==> src/rtl/clk_div_monitor_pkg.sv <==
// Shared definitions for the divided-clock monitor: FSM state encoding,
// default ratio width and the saturating-limit helper.
package clk_div_monitor_pkg;

    localparam int DEF_RATIO_WD = 8;

    typedef enum logic [1:0] {
        ST_IDLE = 2'd0,
        ST_ACQ  = 2'd1,
        ST_MEAS = 2'd2
    } mon_state_e;

    function automatic int unsigned sat_max(input int unsigned wd);
        return (32'd1 << wd) - 32'd1;
    endfunction

endpackage

==> src/rtl/bit_sync.sv <==
// Two-flop synchronizer for a single asynchronous bit, with asynchronous
// active-low reset. Also used on UART RX input paths.
module bit_sync (
    input  logic clock,
    input  logic reset_n,
    input  logic d,
    output logic q
);

    logic meta;

    always_ff @(posedge clock or negedge reset_n) begin
        if (!reset_n) begin
            meta <= 1'b0;
            q    <= 1'b0;
        end else begin
            meta <= d;
            q    <= meta;
        end
    end

endmodule

==> src/rtl/clk_div_monitor.sv <==
// Samples a divided clock in the reference domain, measures its period and
// high time, and reports match/lock, mismatch and dead-clock timeout status.
module clk_div_monitor
    import clk_div_monitor_pkg::*;
#(
    parameter int RATIO_WD    = DEF_RATIO_WD,
    parameter int LOCK_CNT    = 4,
    parameter int TIMEOUT_CYC = 512
) (
    input  logic                i_ref_clk,
    input  logic                i_rst_n,
    input  logic                i_mon_clk,
    input  logic                i_mon_en,
    input  logic [RATIO_WD-1:0] i_exp_ratio,
    output logic [RATIO_WD-1:0] o_meas_ratio,
    output logic [RATIO_WD-1:0] o_high_cnt,
    output logic                o_meas_vld,
    output logic                o_mismatch,
    output logic                o_locked,
    output logic                o_timeout
);

    localparam int TO_WD    = $clog2(TIMEOUT_CYC + 1);
    localparam int MATCH_WD = $clog2(LOCK_CNT + 1);

    localparam logic [RATIO_WD-1:0] SAT_MAX   = RATIO_WD'(sat_max(RATIO_WD));
    localparam logic [RATIO_WD-1:0] ONE_R     = RATIO_WD'(1);
    localparam logic [TO_WD-1:0]    TO_MAX    = TO_WD'(TIMEOUT_CYC);
    localparam logic [TO_WD-1:0]    TO_LAST   = TO_WD'(TIMEOUT_CYC - 1);
    localparam logic [TO_WD-1:0]    TO_ONE    = TO_WD'(1);
    localparam logic [MATCH_WD-1:0] LOCK_MAX  = MATCH_WD'(LOCK_CNT);
    localparam logic [MATCH_WD-1:0] LOCK_PRE  = MATCH_WD'(LOCK_CNT - 1);
    localparam logic [MATCH_WD-1:0] MATCH_ONE = MATCH_WD'(1);

    mon_state_e          state;
    mon_state_e          state_nxt;
    logic                s2;
    logic                s3;
    logic                rise;
    logic [RATIO_WD-1:0] per_cnt;
    logic [RATIO_WD-1:0] hi_cnt;
    logic [TO_WD-1:0]    to_cnt;
    logic [MATCH_WD-1:0] match_cnt;
    logic [RATIO_WD-1:0] exp_reg;
    logic                exp_chg;
    logic                is_match;
    logic                counting;
    logic                timeout_hit;
    logic                meas_take;

    bit_sync u_sync (
        .clock   (i_ref_clk),
        .reset_n (i_rst_n),
        .d       (i_mon_clk),
        .q       (s2)
    );

    always_ff @(posedge i_ref_clk or negedge i_rst_n) begin
        if (!i_rst_n) begin
            s3 <= 1'b0;
        end else begin
            s3 <= s2;
        end
    end

    assign rise     = s2 & ~s3;
    assign exp_chg  = (exp_reg != i_exp_ratio);
    // Ratios 0 and 1 cannot be produced by a measurable clock, so never match them.
    assign is_match = (per_cnt == exp_reg) && (exp_reg > ONE_R);

    always_ff @(posedge i_ref_clk or negedge i_rst_n) begin
        if (!i_rst_n) begin
            state <= ST_IDLE;
        end else begin
            state <= state_nxt;
        end
    end

    always_comb begin
        state_nxt   = state;
        counting    = 1'b0;
        timeout_hit = 1'b0;
        meas_take   = 1'b0;
        case (state)
            ST_IDLE: begin
                state_nxt = ST_ACQ;
            end
            ST_ACQ: begin
                counting = 1'b1;
                if (rise) begin
                    state_nxt = ST_MEAS;
                end else if (to_cnt == TO_LAST) begin
                    timeout_hit = 1'b1;
                end
            end
            ST_MEAS: begin
                counting = 1'b1;
                if (rise) begin
                    meas_take = 1'b1;
                end else if (to_cnt == TO_LAST) begin
                    timeout_hit = 1'b1;
                    state_nxt   = ST_ACQ;
                end
            end
            default: begin
                state_nxt = ST_IDLE;
            end
        endcase
        // Dropping the enable abandons any partial period without reporting it.
        if (!i_mon_en) begin
            state_nxt   = ST_IDLE;
            counting    = 1'b0;
            timeout_hit = 1'b0;
            meas_take   = 1'b0;
        end
    end

    always_ff @(posedge i_ref_clk or negedge i_rst_n) begin
        if (!i_rst_n) begin
            per_cnt <= '0;
            hi_cnt  <= '0;
            to_cnt  <= '0;
        end else if (!counting) begin
            per_cnt <= '0;
            hi_cnt  <= '0;
            to_cnt  <= '0;
        end else if (rise) begin
            per_cnt <= ONE_R;
            hi_cnt  <= RATIO_WD'(s2);
            to_cnt  <= '0;
        end else begin
            if (per_cnt != SAT_MAX) begin
                per_cnt <= per_cnt + ONE_R;
            end
            if (s2 && (hi_cnt != SAT_MAX)) begin
                hi_cnt <= hi_cnt + ONE_R;
            end
            if (to_cnt != TO_MAX) begin
                to_cnt <= to_cnt + TO_ONE;
            end
        end
    end

    always_ff @(posedge i_ref_clk or negedge i_rst_n) begin
        if (!i_rst_n) begin
            exp_reg      <= '0;
            match_cnt    <= '0;
            o_meas_ratio <= '0;
            o_high_cnt   <= '0;
            o_meas_vld   <= 1'b0;
            o_mismatch   <= 1'b0;
            o_locked     <= 1'b0;
            o_timeout    <= 1'b0;
        end else begin
            exp_reg    <= i_exp_ratio;
            o_meas_vld <= 1'b0;
            o_mismatch <= 1'b0;
            if (!i_mon_en) begin
                match_cnt <= '0;
                o_locked  <= 1'b0;
                o_timeout <= 1'b0;
            end else begin
                if (timeout_hit) begin
                    o_timeout <= 1'b1;
                    o_locked  <= 1'b0;
                    match_cnt <= '0;
                end
                if (meas_take) begin
                    o_meas_ratio <= per_cnt;
                    o_high_cnt   <= hi_cnt;
                    o_meas_vld   <= 1'b1;
                    if (is_match) begin
                        if (match_cnt != LOCK_MAX) begin
                            match_cnt <= match_cnt + MATCH_ONE;
                        end
                        if (match_cnt >= LOCK_PRE) begin
                            o_locked <= 1'b1;
                        end
                    end else begin
                        o_mismatch <= 1'b1;
                        match_cnt  <= '0;
                        o_locked   <= 1'b0;
                    end
                end
                // A new expected ratio restarts lock acquisition silently.
                if (exp_chg) begin
                    match_cnt <= '0;
                    o_locked  <= 1'b0;
                end
            end
        end
    end

endmodule

==> config.mk <==
export PLATFORM = sky130hd
export DESIGN_NAME = clk_div_monitor
export DESIGN_NICKNAME = d
export VERILOG_FILES = /design/src/rtl/clk_div_monitor_pkg.sv /design/src/rtl/bit_sync.sv /design/src/rtl/clk_div_monitor.sv
export SDC_FILE = /design/constraint.sdc
export NUM_CORES = 1
export LEC_CHECK = 0
export BUFFER_PORTS_ARGS = -buffer_cell sky130_fd_sc_hd__buf_2
export CAP_MARGIN = 20
export CORE_UTILIZATION = 55
export CTS_BUF_LIST = sky130_fd_sc_hd__clkbuf_4
export DETAILED_ROUTE_END_ITERATION = 8
export HOLD_SLACK_MARGIN = 0.08
export PLACE_DENSITY = 0.88
export SLEW_MARGIN = 20
export SYNTH_ARGS = -nofsm -noshare
export SYNTH_HDL_FRONTEND = slang
export SYNTH_HIERARCHICAL = 1
export SYNTH_SLANG_ARGS = --single-unit
==> constraint.sdc <==
create_clock -name i_ref_clk -period 1.72 [get_ports i_ref_clk]
set_input_delay 0.086 -clock i_ref_clk [delete_from_list [all_inputs] [get_ports i_ref_clk]]
set_output_delay 0.086 -clock i_ref_clk [all_outputs]
set_load 0.005 [all_outputs]
==> qor.txt <==
Status - complete, no violations
WP buf/inv - 0
Post-synth EDFFs - 0
Min Tclk post-route - 1.667 ns
Routability cong. - 0.8348
Final net count - 388
Area grow syn2layout - 19.59%
Crit-path slowest cell - or4b_4
Critical Path AT - 1.96 ns
Vias in the first global route - 2438
Async SR Flop Fraction - 1.000
Crit path launch type - register
Clock Tree Root - clkbuf_4
Prevailing post-synth register cell - dfrtp_1
Peak supply drop - 0.4723 mV
Global routing's busiest layer - met2
Total power - 2.701 mW
Final Cycle Share - 0.9690
Top cell type's share of synthesized area - 0.5223
Ant. Diodes - 0
Number of buffers created by CTS - 9
Drt pass-1 iters - 5
DP Area - 3288 µm²
Hold WC Path Type - in2async
Max_cap viols - 0
Final hold violations - 0
Top cell family by delay on the critical path - simple AND/OR/NAND/NOR gates
CTS H-tree depth - 3
Post-synth net total - 330
Crit path capture type - register
Reg2reg start - to_cnt[1]$_DFFE_PN0P_
CTS Sinks - 62
Final setup fails - 0
CTS tree - yes
Antenna violations before repair - 0
Worst r2r path cells - 5
Die X - 75.49 µm
Slew Viols, Final - 0
Vias - 2517
Rel. slew slack - 0.7588
R2R Path End - state[0]$_DFFE_PN0P_
Initial core utilization - 0.5779
Overall Global Routing Usage - 0.2605
Sequential area share after synthesis - 0.5223
CP Cell Sequence - ha_2 -> nand3_4 -> or4b_4 -> a21oi_2 -> a211oi_1
Routed wire length - 6663 µm
Max FFs per register - 10
DRC Markers - 0
Final Worst Setup Slack - 0.05331 ns
Most area-consuming cells after synthesis - dfrtp_1 52%, nand2_1 7.1%, xor2_1 5.3%
M2 GR Usage - 0.4415
Max clock buf depth - 2
Rows - 26
Average size of a mapped cell - 9.675 µm²
Synth top cells by count - 62 x dfrtp_1, 56 x nand2_1, 29 x nor2_1
Cells after Synth - 307
FILL cells - 397
First-pass GRT wire length - 10920 µm
Total negative setup slack - 0 ns
Met1 Track Usage GR - 0.3243
Final instance area - 3552 µm²
Met3 global-route usage - 0.04630
Die ar. - 5699 µm²
Share of post-route cells with drive strength above 1 - 0.1838
Largest net degree at the start of global routing - 63
Routed wire length per instance - 15.14 µm
Reg2Reg Setup Slack - 0.05 ns
Slew of the pin with the lowest slew margin - 0.3602 ns
Fmax - 600.0 MHz
Critical Path RT - 2.01 ns
PD cells - 760.3 nW/µm²
Core area - 5140 µm²
Most frequent cell after synthesis - dfrtp_1
Biggest register - to_cnt
Leakage power - 1.666 nW
Kind of critical path - reg2reg
CTS clk-pin slew, worst paths - 0.10 ns
Distinct cells, synth - 35
Initial DRC count - 176
Die H - 75.49 µm
Total of warnings raised by yosys - 6
Post-Syn Area - 2970 µm²
DRT antenna net count - 0
Dpl hpwl - 4327 µm
Critical path fanouts, max - 6
Biggest cell delay along the critical path - 0.55 ns
Worst-Skew Late Latency - 0.41 ns
I/O Buffers - 31
Number of vias per cell - 5.720
Cell taking the most area after synthesis - dfrtp_1
Place WS - 0.04093 ns
Global route total overflow - 0
Util after Layout - 0.6911
I/O pin count - 32
Final Skew - 0.01542 ns
Flops & latches, synth - 62
area by class of cell:
class,count,area [µm²],area share
inverters,13,48.80,0.01374
clock inverters,6,38.79,0.01092
multi-input cells,222,1359,0.3825
flip-flops and latches,62,1553,0.4371
well taps,70,87.58,0.02466
repair buffers,57,390.4,0.1099
clock buffers,10,75.07,0.02113
worst register-to-register path, cell delays in order, from the launching register on:
cell      delay, ns
dfrtp_1        0.38
ha_2           0.24
nand3_4        0.11
or4b_4         0.55
a21oi_2        0.18
a211oi_1       0.09
cell families after synthesis:
| family | share of synthesized area |
|---|---|
| compound gates | 0.09057 |
| xor+xnor | 0.07961 |
| fa+ha+maj | 0.04633 |
| buf+inv | 0.03075 |
| flops | 0.5223 |
| mux | 0.01685 |
| simple gates | 0.2136 |
cells in the final DEF (no fill, tap or decap), types with 3 or more instances in the layout:
| cell type | Yosys | layout |
|---|---|---|
| nor3_1 | 8 | 8 |
| xnor2_1 | 9 | 9 |
| nand2b_1 | 5 | 5 |
| a211oi_1 | 5 | 5 |
| or3_1 | 4 | 3 |
| inv_1 | 13 | 13 |
| dfrtp_1 | 62 | 61 |
| nor2_1 | 29 | 29 |
| clkinvlp_4 | 0 | 3 |
| nand4_1 | 6 | 6 |
| o21ai_0 | 13 | 13 |
| dlygate4sd3_1 | 0 | 11 |
| nand2_1 | 56 | 56 |
| a21oi_1 | 12 | 12 |
| o211ai_1 | 5 | 5 |
| nand3_1 | 10 | 10 |
| buf_4 | 0 | 14 |
| ha_1 | 11 | 10 |
| xor2_1 | 18 | 18 |
| buf_2 | 4 | 31 |
| clkbuf_4 | 0 | 10 |
| mux2i_1 | 5 | 5 |
per-layer routing:
| metal | routed length (µm) | share of wire |
|---|---|---|
| met1 | 2818 | 0.42 |
| met2 | 3402 | 0.51 |
| met3 | 309 | 0.046 |
| met4 | 133 | 0.020 |
| met5 | 0 | 0 |
stage by stage:
stage / hold WS, ns / cells
after floorplan: -0.2096 / 307
after global routing: 0.2307 / 440
final: 0.2045 / 440
after CTS: 0.2017 / 439
after global placement: 0.1142 / 412
after detailed placement: 0.1211 / 412
power breakdown:
part | total, mW | switching, mW | internal [mW]
sequential | 1.54 | 0.0389 | 1.50
combinational | 0.317 | 0.184 | 0.132
clock | 0.849 | 0.544 | 0.305
worst max-delay path by stage:
stage / start / end / slack (ns) / depth (start not counted)
after detailed placement: to_cnt[1]$_DFFE_PN0P_ / state[0]$_DFFE_PN0P_ / 0.04 / 5
after global routing: to_cnt[1]$_DFFE_PN0P_ / state[0]$_DFFE_PN0P_ / -0.02 / 5
final: to_cnt[1]$_DFFE_PN0P_ / state[0]$_DFFE_PN0P_ / 0.05 / 5
after CTS: to_cnt[1]$_DFFE_PN0P_ / state[0]$_DFFE_PN0P_ / 0.03 / 5
after global placement: to_cnt[0]$_DFFE_PN0P_ / state[0]$_DFFE_PN0P_ / 0.15 / 5
after floorplan: state[0]$_DFFE_PN0P_ / match_cnt[2]$_DFF_PN0_ / 0.10 / 7
timing repair:
| item | 4_1_cts | 5_1_grt |
|---|---|---|
| setup buffers | 0 | 1 |
| resized for setup | 0 | 7 |
| hold buffers | 11 | 0 |
| endpoints found under the setup margin | 0 | 7 |
| hold endpoints to repair | 76 | 0 |
No activity file was read; power rests on OpenSTA's default activity.
